==> src/rtl/hc_sb_pkg.sv <==
// hc_sb_pkg: shared types and defaults for the second-generation hazard controller.
//   fwd_sel_t     - E-stage operand mux select (no bypass / from M / from W)
//   NREG_DEF      - default architectural register count (x0 hardwired zero)
//   LONG_MAX_DEF  - default limit on outstanding long-latency (MDU) ops
package hc_sb_pkg;

  localparam int NREG_DEF     = 32;
  localparam int LONG_MAX_DEF = 4;

  typedef enum logic [1:0] {
    FWD_NONE = 2'd0,
    FWD_M    = 2'd1,
    FWD_W    = 2'd2
  } fwd_sel_t;

endpackage

==> src/rtl/hc_scoreboard.sv <==
// hc_scoreboard: pending-register tracker for long-latency ops that retire
// outside the normal pipeline.
//   clk, reset        - clock, synchronous active-high reset
//   issue, issue_rd   - a long op leaves E and will write issue_rd later
//   done, done_rd     - the long unit writes done_rd this cycle
//   pending[NREG]     - one bit per register with a result still in flight
//   full              - outstanding count has reached LONG_MAX
//   err               - sticky: a completion arrived that was never issued
module hc_scoreboard
  import hc_sb_pkg::*;
#(
  parameter int NREG     = NREG_DEF,
  parameter int LONG_MAX = LONG_MAX_DEF,
  parameter int REG_W    = $clog2(NREG)
) (
  input  logic             clk,
  input  logic             reset,
  input  logic             issue,
  input  logic [REG_W-1:0] issue_rd,
  input  logic             done,
  input  logic [REG_W-1:0] done_rd,
  output logic [NREG-1:0]  pending,
  output logic             full,
  output logic             err
);

  localparam int CNT_W = $clog2(LONG_MAX + 1);

  logic [CNT_W-1:0] count;
  logic             done_ok;

  // A completion is only honoured if something is outstanding and its
  // register is actually marked; anything else is flagged, never applied.
  assign done_ok = done && (count != '0) && pending[done_rd];
  assign full    = (count == CNT_W'(LONG_MAX));

  always_ff @(posedge clk) begin
    if (reset) begin
      pending <= '0;
      count   <= '0;
      err     <= 1'b0;
    end else begin
      // Clear before set so a coincident issue to the same register keeps it marked.
      if (done_ok)
        pending[done_rd] <= 1'b0;
      if (issue && (issue_rd != '0))
        pending[issue_rd] <= 1'b1;

      if (issue && !done_ok && !full)
        count <= count + 1'b1;
      else if (!issue && done_ok)
        count <= count - 1'b1;

      if (done && !done_ok)
        err <= 1'b1;
    end
  end

endmodule

==> src/rtl/hc_sb.sv <==
// hc_sb: hazard controller for the F/D/E/M/W core.
//   Inputs : pipeline-stage register ids and write/load/long flags, je (taken
//            jump in E), busy_M (LSU hold), long_done/long_rd (MDU retire).
//   Outputs: stall_*/flush_* for each pipeline register, fwd_a_E/fwd_b_E
//            operand selects, sb_pending, long_full, sb_err.
// Control priority: busy_M > je > D-stage hazard. Forwarding is independent
// of the stall logic and always reflects the current M/W contents.
module hc_sb
  import hc_sb_pkg::*;
#(
  parameter int NREG     = NREG_DEF,
  parameter int LONG_MAX = LONG_MAX_DEF,
  parameter int REG_W    = $clog2(NREG)
) (
  input  logic             clk,
  input  logic             reset,
  input  logic             je,
  input  logic             busy_M,
  input  logic [REG_W-1:0] rs1_D,
  input  logic [REG_W-1:0] rs2_D,
  input  logic             rs1_used_D,
  input  logic             rs2_used_D,
  input  logic [REG_W-1:0] rd_D,
  input  logic             long_D,
  input  logic [REG_W-1:0] rs1_E,
  input  logic [REG_W-1:0] rs2_E,
  input  logic [REG_W-1:0] rd_E,
  input  logic             we_E,
  input  logic             load_E,
  input  logic             long_E,
  input  logic [REG_W-1:0] rd_M,
  input  logic             we_M,
  input  logic [REG_W-1:0] rd_W,
  input  logic             we_W,
  input  logic             long_done,
  input  logic [REG_W-1:0] long_rd,
  output logic             stall_F,
  output logic             stall_D,
  output logic             flush_D,
  output logic             stall_E,
  output logic             flush_E,
  output logic             stall_M,
  output logic             flush_M,
  output logic             stall_W,
  output logic             flush_W,
  output fwd_sel_t         fwd_a_E,
  output fwd_sel_t         fwd_b_E,
  output logic [NREG-1:0]  sb_pending,
  output logic             long_full,
  output logic             sb_err
);

  logic issue;
  logic load_use;
  logic sb_raw;
  logic sb_waw;
  logic hazard_D;

  // A long op only counts as issued once it actually leaves E.
  assign issue = long_E && we_E && (rd_E != '0) && !busy_M;

  hc_scoreboard #(
    .NREG     (NREG),
    .LONG_MAX (LONG_MAX),
    .REG_W    (REG_W)
  ) u_sb (
    .clk      (clk),
    .reset    (reset),
    .issue    (issue),
    .issue_rd (rd_E),
    .done     (long_done),
    .done_rd  (long_rd),
    .pending  (sb_pending),
    .full     (long_full),
    .err      (sb_err)
  );

  function automatic fwd_sel_t fwd_pick(
    input logic [REG_W-1:0] rs,
    input logic             m_we,
    input logic [REG_W-1:0] m_rd,
    input logic             w_we,
    input logic [REG_W-1:0] w_rd
  );
    if (m_we && (m_rd == rs) && (m_rd != '0))
      return FWD_M;
    else if (w_we && (w_rd == rs) && (w_rd != '0))
      return FWD_W;
    else
      return FWD_NONE;
  endfunction

  assign fwd_a_E = fwd_pick(rs1_E, we_M, rd_M, we_W, rd_W);
  assign fwd_b_E = fwd_pick(rs2_E, we_M, rd_M, we_W, rd_W);

  // No bypass exists for long_done: a reader of the retiring register sees
  // its pending bit for one more cycle and stalls until it clears.
  assign load_use = load_E && we_E && (rd_E != '0) &&
                    ((rs1_used_D && (rs1_D == rd_E)) ||
                     (rs2_used_D && (rs2_D == rd_E)));
  assign sb_raw   = (rs1_used_D && (rs1_D != '0) && sb_pending[rs1_D]) ||
                    (rs2_used_D && (rs2_D != '0) && sb_pending[rs2_D]);
  assign sb_waw   = (rd_D != '0) && sb_pending[rd_D];
  assign hazard_D = load_use || sb_raw || sb_waw || (long_D && long_full);

  always_comb begin
    stall_F = 1'b0;
    stall_D = 1'b0;
    flush_D = 1'b0;
    stall_E = 1'b0;
    flush_E = 1'b0;
    stall_M = 1'b0;
    flush_M = 1'b0;
    stall_W = 1'b0;
    flush_W = 1'b0;
    if (busy_M) begin
      stall_F = 1'b1;
      stall_D = 1'b1;
      stall_E = 1'b1;
      stall_M = 1'b1;
      flush_W = 1'b1;
    end else if (je) begin
      flush_D = 1'b1;
      flush_E = 1'b1;
    end else if (hazard_D) begin
      stall_F = 1'b1;
      stall_D = 1'b1;
      flush_E = 1'b1;
    end
  end

endmodule

==> config.mk <==
export PLATFORM = sky130hd
export DESIGN_NAME = hc_sb
export DESIGN_NICKNAME = d
export VERILOG_FILES = /design/src/rtl/hc_sb_pkg.sv /design/src/rtl/hc_scoreboard.sv /design/src/rtl/hc_sb.sv
export SDC_FILE = /design/constraint.sdc
export NUM_CORES = 1
export LEC_CHECK = 0
export CAP_MARGIN = 20
export CORE_MARGIN = 2
export CORE_UTILIZATION = 43
export DETAILED_ROUTE_END_ITERATION = 7
export MAX_ROUTING_LAYER = met4
export PLACE_DENSITY = 0.77
export SLEW_MARGIN = 10
export SYNTH_ARGS = -nofsm -noshare
export SYNTH_HDL_FRONTEND = slang
export SYNTH_SLANG_ARGS = --single-unit
==> constraint.sdc <==
create_clock -name clk -period 5.5 [get_ports clk]
set_input_delay 1.65 -clock clk [delete_from_list [all_inputs] [get_ports clk]]
set_output_delay 1.65 -clock clk [all_outputs]
set_load 0.02 [all_outputs]
# After elaboration in Yosys (flattened, before gate mapping)

Cells that the tools add are included.

$add $sub $neg: 2
Magnitude comparators: 7
Equality and inequality tests: 7
Multiplexer cells: 29
Bitwise logic cells: 3
Reduce and logical (&&, ||, !) cells: 48

Operator list:

| operator                                                                             | count |
|---|---|
| 32-bit two-way mux                                                                   | 3 |
| 32-bit bitwise AND                                                                   | 1 |
| 32-bit NOT                                                                           | 1 |
| 32-bit OR                                                                            | 1 |
| 1-bit logical AND                                                                    | 31 |
| 5-bit equality test                                                                  | 6 |
| 5-bit by 6-bit less-than comparator with 1-bit output (second input constant)        | 5 |
| 5-bit nonzero test                                                                   | 6 |
| 1-bit binary-select mux with 5-bit select                                            | 4 |
| 1-bit two-way mux                                                                    | 14 |
| 1-bit demux with 5-bit select                                                        | 2 |
| 5-bit by 1-bit greater-or-equal comparator with 1-bit output (second input constant) | 2 |
| 2-bit two-way mux                                                                    | 4 |
| 3-bit two-way mux                                                                    | 2 |
| 1-bit logical OR                                                                     | 5 |
| 1-bit logical NOT                                                                    | 4 |
| 3-bit by 1-bit adder with 3-bit output (second input constant)                       | 1 |
| 3-bit equality test (second input constant)                                          | 1 |
| 3-bit nonzero test                                                                   | 1 |
| 3-bit by 1-bit subtractor with 3-bit output (second input constant)                  | 1 |
| 2-bit nonzero test                                                                   | 1 |

Register bits after elaboration: 36
Word-level logic and storage cells: 99

# Depth between registers and ports, before layout

Depth in word-level cells: 10
Depth in mapped cells: 12
Gate-level depth less buffers: 10

# Cells and area by module

From an unflattened synthesis, not the netlist that was laid out.

Cell total of the unflattened synthesis: 405
Area total of the unflattened synthesis: 3525.9 µm²

Modules (own cells, without submodules):

| module        | instances | cells an instance | area each (µm²) | seq. area each (µm²) |
|---|---|---|---|---|
| hc_scoreboard | 1         | 269               | 2163.3          | 720.7 |
| hc_sb         | 1         | 136               | 1362.6          | 0.0 |

# Worst setup path before layout

OpenSTA, ideal clock, no wires.

Kind: input port to output port
From: input port rs1_D[0]
To: output port stall_F
Arrival time: 3896 ps
Slack: -46 ps
Stages on the path: 9
Path buffers: 2
Cells stage by stage: clkbuf_1 > mux4_2 > o311ai_0 > nor3_1 > nor4_1 > nand4_1 > a21oi_1 > o21bai_1 > buf_4

Word-level cells in the longest chain between the ends: 10
Elaborated cells between the ends (all ways): 16

Ends and longest elaborated chain:

| item                                                              | RTL line                  | text |
|---|---|---|
| start: declaration                                                | hc_sb.sv:19               | `input logic [REG_W-1:0] rs1_D,` |
| 1-bit binary-select mux with 5-bit select (tied with other cells) | hc_sb.sv:101              | `assign sb_raw = (rs1_used_D && (rs1_D != '0) && sb_pending[rs1_D]) \|\|` |
| 1-bit two-way mux (not written as such) (tied with other cells)   | hc_sb.sv:101              |  |
| 1-bit logical AND or 1-bit logical OR (tied branches)             | hc_sb.sv:101, hc_sb.sv:99 |  |
| 1-bit logical OR or 1-bit logical AND (tied branches)             | hc_sb.sv:101, hc_sb.sv:98 |  |
| 1-bit logical OR * (3 in a row)                                   | hc_sb.sv:104              | `assign hazard_D = load_use \|\| sb_raw \|\| sb_waw \|\| (long_D && long_full);` |
| 1-bit two-way mux * (3 in a row)                                  | n/a                       |  |
| end: declaration                                                  | hc_sb.sv:37               | `output logic stall_F,` |

Every way passes the cells marked *; elsewhere a longest branch is shown, timed or not. The select of a mux whose other input is x is not followed.

# Worst setup path in the final report

From: input port rs2_D[1]
To: output port stall_D

Word-level cells in the longest chain between the ends: 10
Elaborated cells between the ends (all ways): 16

Ends and longest elaborated chain:

| item                                                              | RTL line                  | text |
|---|---|---|
| start: declaration                                                | hc_sb.sv:20               | `input logic [REG_W-1:0] rs2_D,` |
| 1-bit binary-select mux with 5-bit select (tied with other cells) | hc_sb.sv:102              | `(rs2_used_D && (rs2_D != '0) && sb_pending[rs2_D]);` |
| 1-bit two-way mux (not written as such) (tied with other cells)   | hc_sb.sv:102              |  |
| 1-bit logical AND or 1-bit logical OR (tied branches)             | hc_sb.sv:102, hc_sb.sv:99 |  |
| 1-bit logical OR or 1-bit logical AND (tied branches)             | hc_sb.sv:101, hc_sb.sv:98 |  |
| 1-bit logical OR * (3 in a row)                                   | hc_sb.sv:104              |  |
| 1-bit two-way mux *                                               | hc_sb.sv:125              | `end else if (hazard_D) begin` |
| 1-bit two-way mux *                                               | hc_sb.sv:122              | `end else if (je) begin` |
| 1-bit two-way mux *                                               | hc_sb.sv:116              | `if (busy_M) begin` |
| end: declaration                                                  | hc_sb.sv:38               | `output logic stall_D,` |

Marked as above.

==> impl_metrics.py <==
metrics = {
    "placed_design": {
        "gp_congestion": 0.957,
        "post-dp-hpwl_um": 9260,
        "placedCellCount": 559,
        "place_ws_ns": -0.651,
        "portBuffers": 102,
    },
    "worst_hold_path": {
        "hold_depth": 2,
        "hp-class": "reg2reg",
        "hp-start": "u_sb.pending[0]$_SDFF_PP0_",
    },
    "yosys": {
        "syn_inst": 353,
        "synth_warnings": 0,
        "async_flop_share_pct": 0,
        "synth_area_per_cell_um2": 9.15,
        "synth_seq_cells": 36,
        "synth-edff-count": 0,
        "ys_types": 55,
        "ys_seq_area_share_pct": 22.3,
        "synth_area_um2": 3230,
        "ys.flop_type": "dfxtp_1",
    },
    "global_routing": {
        "grt_use_total_pct": 30.0,
        "grt_max_degree": 36,
        "grt_pass1_wl_um": 18900,
        "antenna_found_initial": 0,
        "grt_pass1_vias": 3487,
        "grt_overflow": 0,
    },
    "setup_path": {
        "cp-start-kind": "input pin",
        "r2r-end": "u_sb.count[2]$_SDFFE_PP0P_",
        "r2r_cells": 9,
        "cp-endpoint": "stall_D",
        "worstPathRequired_ns": 3.85,
        "worstSetupEndpointType": "output port",
        "crit_slowest_cell": "clkdlybuf4s50_1",
        "worstSetupStartpoint": "rs2_D[1]",
        "reg2reg_slack_ns": 2.72,
        "path_cells": "clkdlybuf4s50_1 -> buf_12 -> mux2i_1 -> mux4_2 -> mux2_2 -> o21ai_1 -> a21oi_2 -> o21bai_1 -> buf_2",
        "worstPathArrival_ns": 3.71,
        "worstReg2RegStart": "u_sb.pending[6]$_SDFF_PP0_",
        "path_max_fanout": 11,
        "slowest_delay_ns": 0.51,
        "path_class": "in2out",
    },
    "floorplan": {
        "io_pins": 105,
        "coreArea_um2": 7250,
        "die_x_um": 90.7,
        "row_count": 31,
        "die_h_um": 90.7,
        "initial_utilization_pct": 44.5,
        "die_area_um2": 8220,
    },
    "timing": {
        "tns_ns": 0,
        "finalMaxSlewViolations": 0,
        "hold_viol_final": 0,
        "setup_viol": 0,
        "skew_ns": 0.0108,
        "fmax_ghz": 0.186,
        "rsz0062_at_grt": "no",
        "tightest_slew_ns": 0.914,
        "fin_ws_ns": 0.136,
        "layout_min_cycle_time_ns": 5.36,
        "post-route-period-util_pct": 97.5,
        "whs_ns": 0.465,
        "timing.slew.headroom_pct": 38.7,
    },
    "clock_network": {
        "htree_levels": 2,
        "clk_pin_slew_worst_paths_ns": 0.07,
        "clock-root-buffer": "clkbuf_8",
        "cts_tree": "done",
        "clkLatencyLatePin_ns": 0.30,
        "cts_hold_buf": 0,
        "cts.sinks": 36,
        "cts_made_buffers": 5,
        "clockBufferDepth": 2,
    },
    "pwr": {
        "pwr-share-seq_pct": 40.5,
        "peakVddDrop_v": 0.000155,
        "swShare_pct": 31.7,
        "combPwrFrac_pct": 32.3,
        "power.switching_mw": 0.214,
        "power_frac_clock_pct": 27.2,
        "p_leak_nw": 1.69,
        "p_per_area_nw_per_um2": 145,
        "cell_internal_pwr_mw": 0.459,
    },
    "routing": {
        "drtIter0Drc": 252,
        "ant_nets": 0,
        "drt_pre_antenna_iters": 5,
        "drc": 0,
        "vias": 3537,
        "wl_per_cell_um": 21.4,
        "avgViaCountPerCell": 6.22,
        "wl_um": 12200,
    },
    "finish": {
        "utilization_pct": 63.9,
        "syn_to_final_growth_pct": 43.5,
        "nNetsFinal": 529,
        "drive_above_1_share_pct": 18.1,
        "diodes": 0,
        "fillCellCount": 634,
        "fin_cells": 569,
    },
    "status": {
        "status": "complete, no violations",
    },
    "flow_run": {
        "maxCapViolations": 0,
    },
}
sequential cells by signal, summed over array words and instances (netlist names):
name and cells:
u_sb.count 3, u_sb.pending 32, u_sb.err 1
cells in the final DEF (no fill, tap or decap), types with 3 or more instances in the layout:
cell type,instances
clkdlybuf4s50_1,92
nand2_1,41
dfxtp_1,36
buf_4,31
a32o_1,26
mux4_2,24
xor2_1,22
mux2i_1,20
nor2_1,20
nand3_1,11
nor3_1,10
nor4_1,10
xnor2_1,8
nand2b_1,8
a21oi_1,8
inv_1,6
o22ai_1,6
nor3b_1,5
clkbuf_8,5
dlygate4sd2_1,5
or4_1,4
nand4_1,4
or3b_2,3
or3_1,3
or2_2,3
and3_1,3
o21ai_0,3
mux2_2,3
buf_2,3
buf_6,3
cell usage after synthesis (all sizes together), types with 2 or more instances:
library cell,instances,area [µm²]
a32o,26,260
mux2,4,45.0
xor2,22,193
and3,3,18.8
a41o,2,20.0
nor2,20,75.1
or2,3,18.8
o31ai,2,15.0
or4,4,30.0
nor3,11,55.1
and3b,2,17.5
nand2,41,154
mux2i,20,200
xnor2,8,70.1
a22o,2,17.5
nor2b,2,12.5
or3,3,18.8
o221ai,2,17.5
nand2b,8,50.1
clkbuf,17,63.8
dfxtp,36,721
inv,6,22.5
nand4,4,25.0
or3b,3,26.3
buf,12,86.3
and4,2,17.5
nor4,12,81.3
nand3,11,55.1
o21ai,4,20.0
mux4,24,541
o22ai,6,37.5
nor3b,5,37.5
a21oi,9,45.0
worst max-delay path: cells and delay by family:
family | cells | cell delay (ns)
buf+inv | 3 | 0.85
mux | 3 | 0.82
compound gates | 3 | 0.38
worst min-delay path by stage:
stage | to | slack [ns]
floorplan | u_sb.count[1]$_SDFFE_PP0P_ | 0.49
global placement | u_sb.pending[0]$_SDFF_PP0_ | 0.44
detailed placement | u_sb.pending[0]$_SDFF_PP0_ | 0.45
CTS | u_sb.pending[0]$_SDFF_PP0_ | 0.46
global route | u_sb.pending[0]$_SDFF_PP0_ | 0.49
finish | u_sb.pending[0]$_SDFF_PP0_ | 0.47
through the flow:
step | area [µm²] | power (mW)
floorplan | 3230 | 0.389
global placement | 4500 | 0.487
detailed placement | 4500 | 0.490
CTS | 4610 | 0.671
global route | 4630 | 0.700
finish | 4630 | 0.673
power groups by stage:
stage                     Combinational (mW)  Clock, mW  Sequential, mW
after floorplan                        0.111          0           0.278
after CTS                              0.215      0.184           0.272
after global routing                   0.233      0.194           0.273
final                                  0.217      0.183           0.272
after global placement                 0.209          0           0.278
after detailed placement               0.212          0           0.278
logic make-up (layout without fill, tap and decap cells):
logic type      count (synthesis)  after routing  synth area share, %
simple gates                  139            139                 22.8
compound gates                 62             62                 16.2
mux                            48             48                 24.3
flops                          36             36                 22.3
buf+inv                        36            152                 5.46
xor+xnor                       30             30                 8.14
fa+ha+maj                       1              1                0.620
other cells                     1              2                0.116
cell type report:
cell class / count / area, µm² / area share (%)
timing repair buffer: 138 / 1310 / 28.2
clock buffer: 6 / 72.6 / 1.57
clock inverter: 1 / 5.00 / 0.108
inverter: 7 / 26.3 / 0.567
tap: 99 / 124 / 2.67
sequential: 36 / 721 / 15.6
multi-input combinational: 282 / 2380 / 51.3
per-layer routing:
layer	vias up	global-route usage, %	routed length, µm	part of all wire, %
met1	1690	38.3	4860	40
li1	1600	-	-	-
met3	31	6.59	1240	10
met5	-	-	0	0
met4	0	12.1	342	2.8
met2	216	46.2	5720	47
what timing repair did:
item | 4_1_cts | 5_1_grt
pin swaps | 2 | 2
endpoints found under the setup margin | 5 | 3
gates resized for setup | 26 | 6
buffers inserted | 3 | 0
Power figures use the tool's default switching activity.
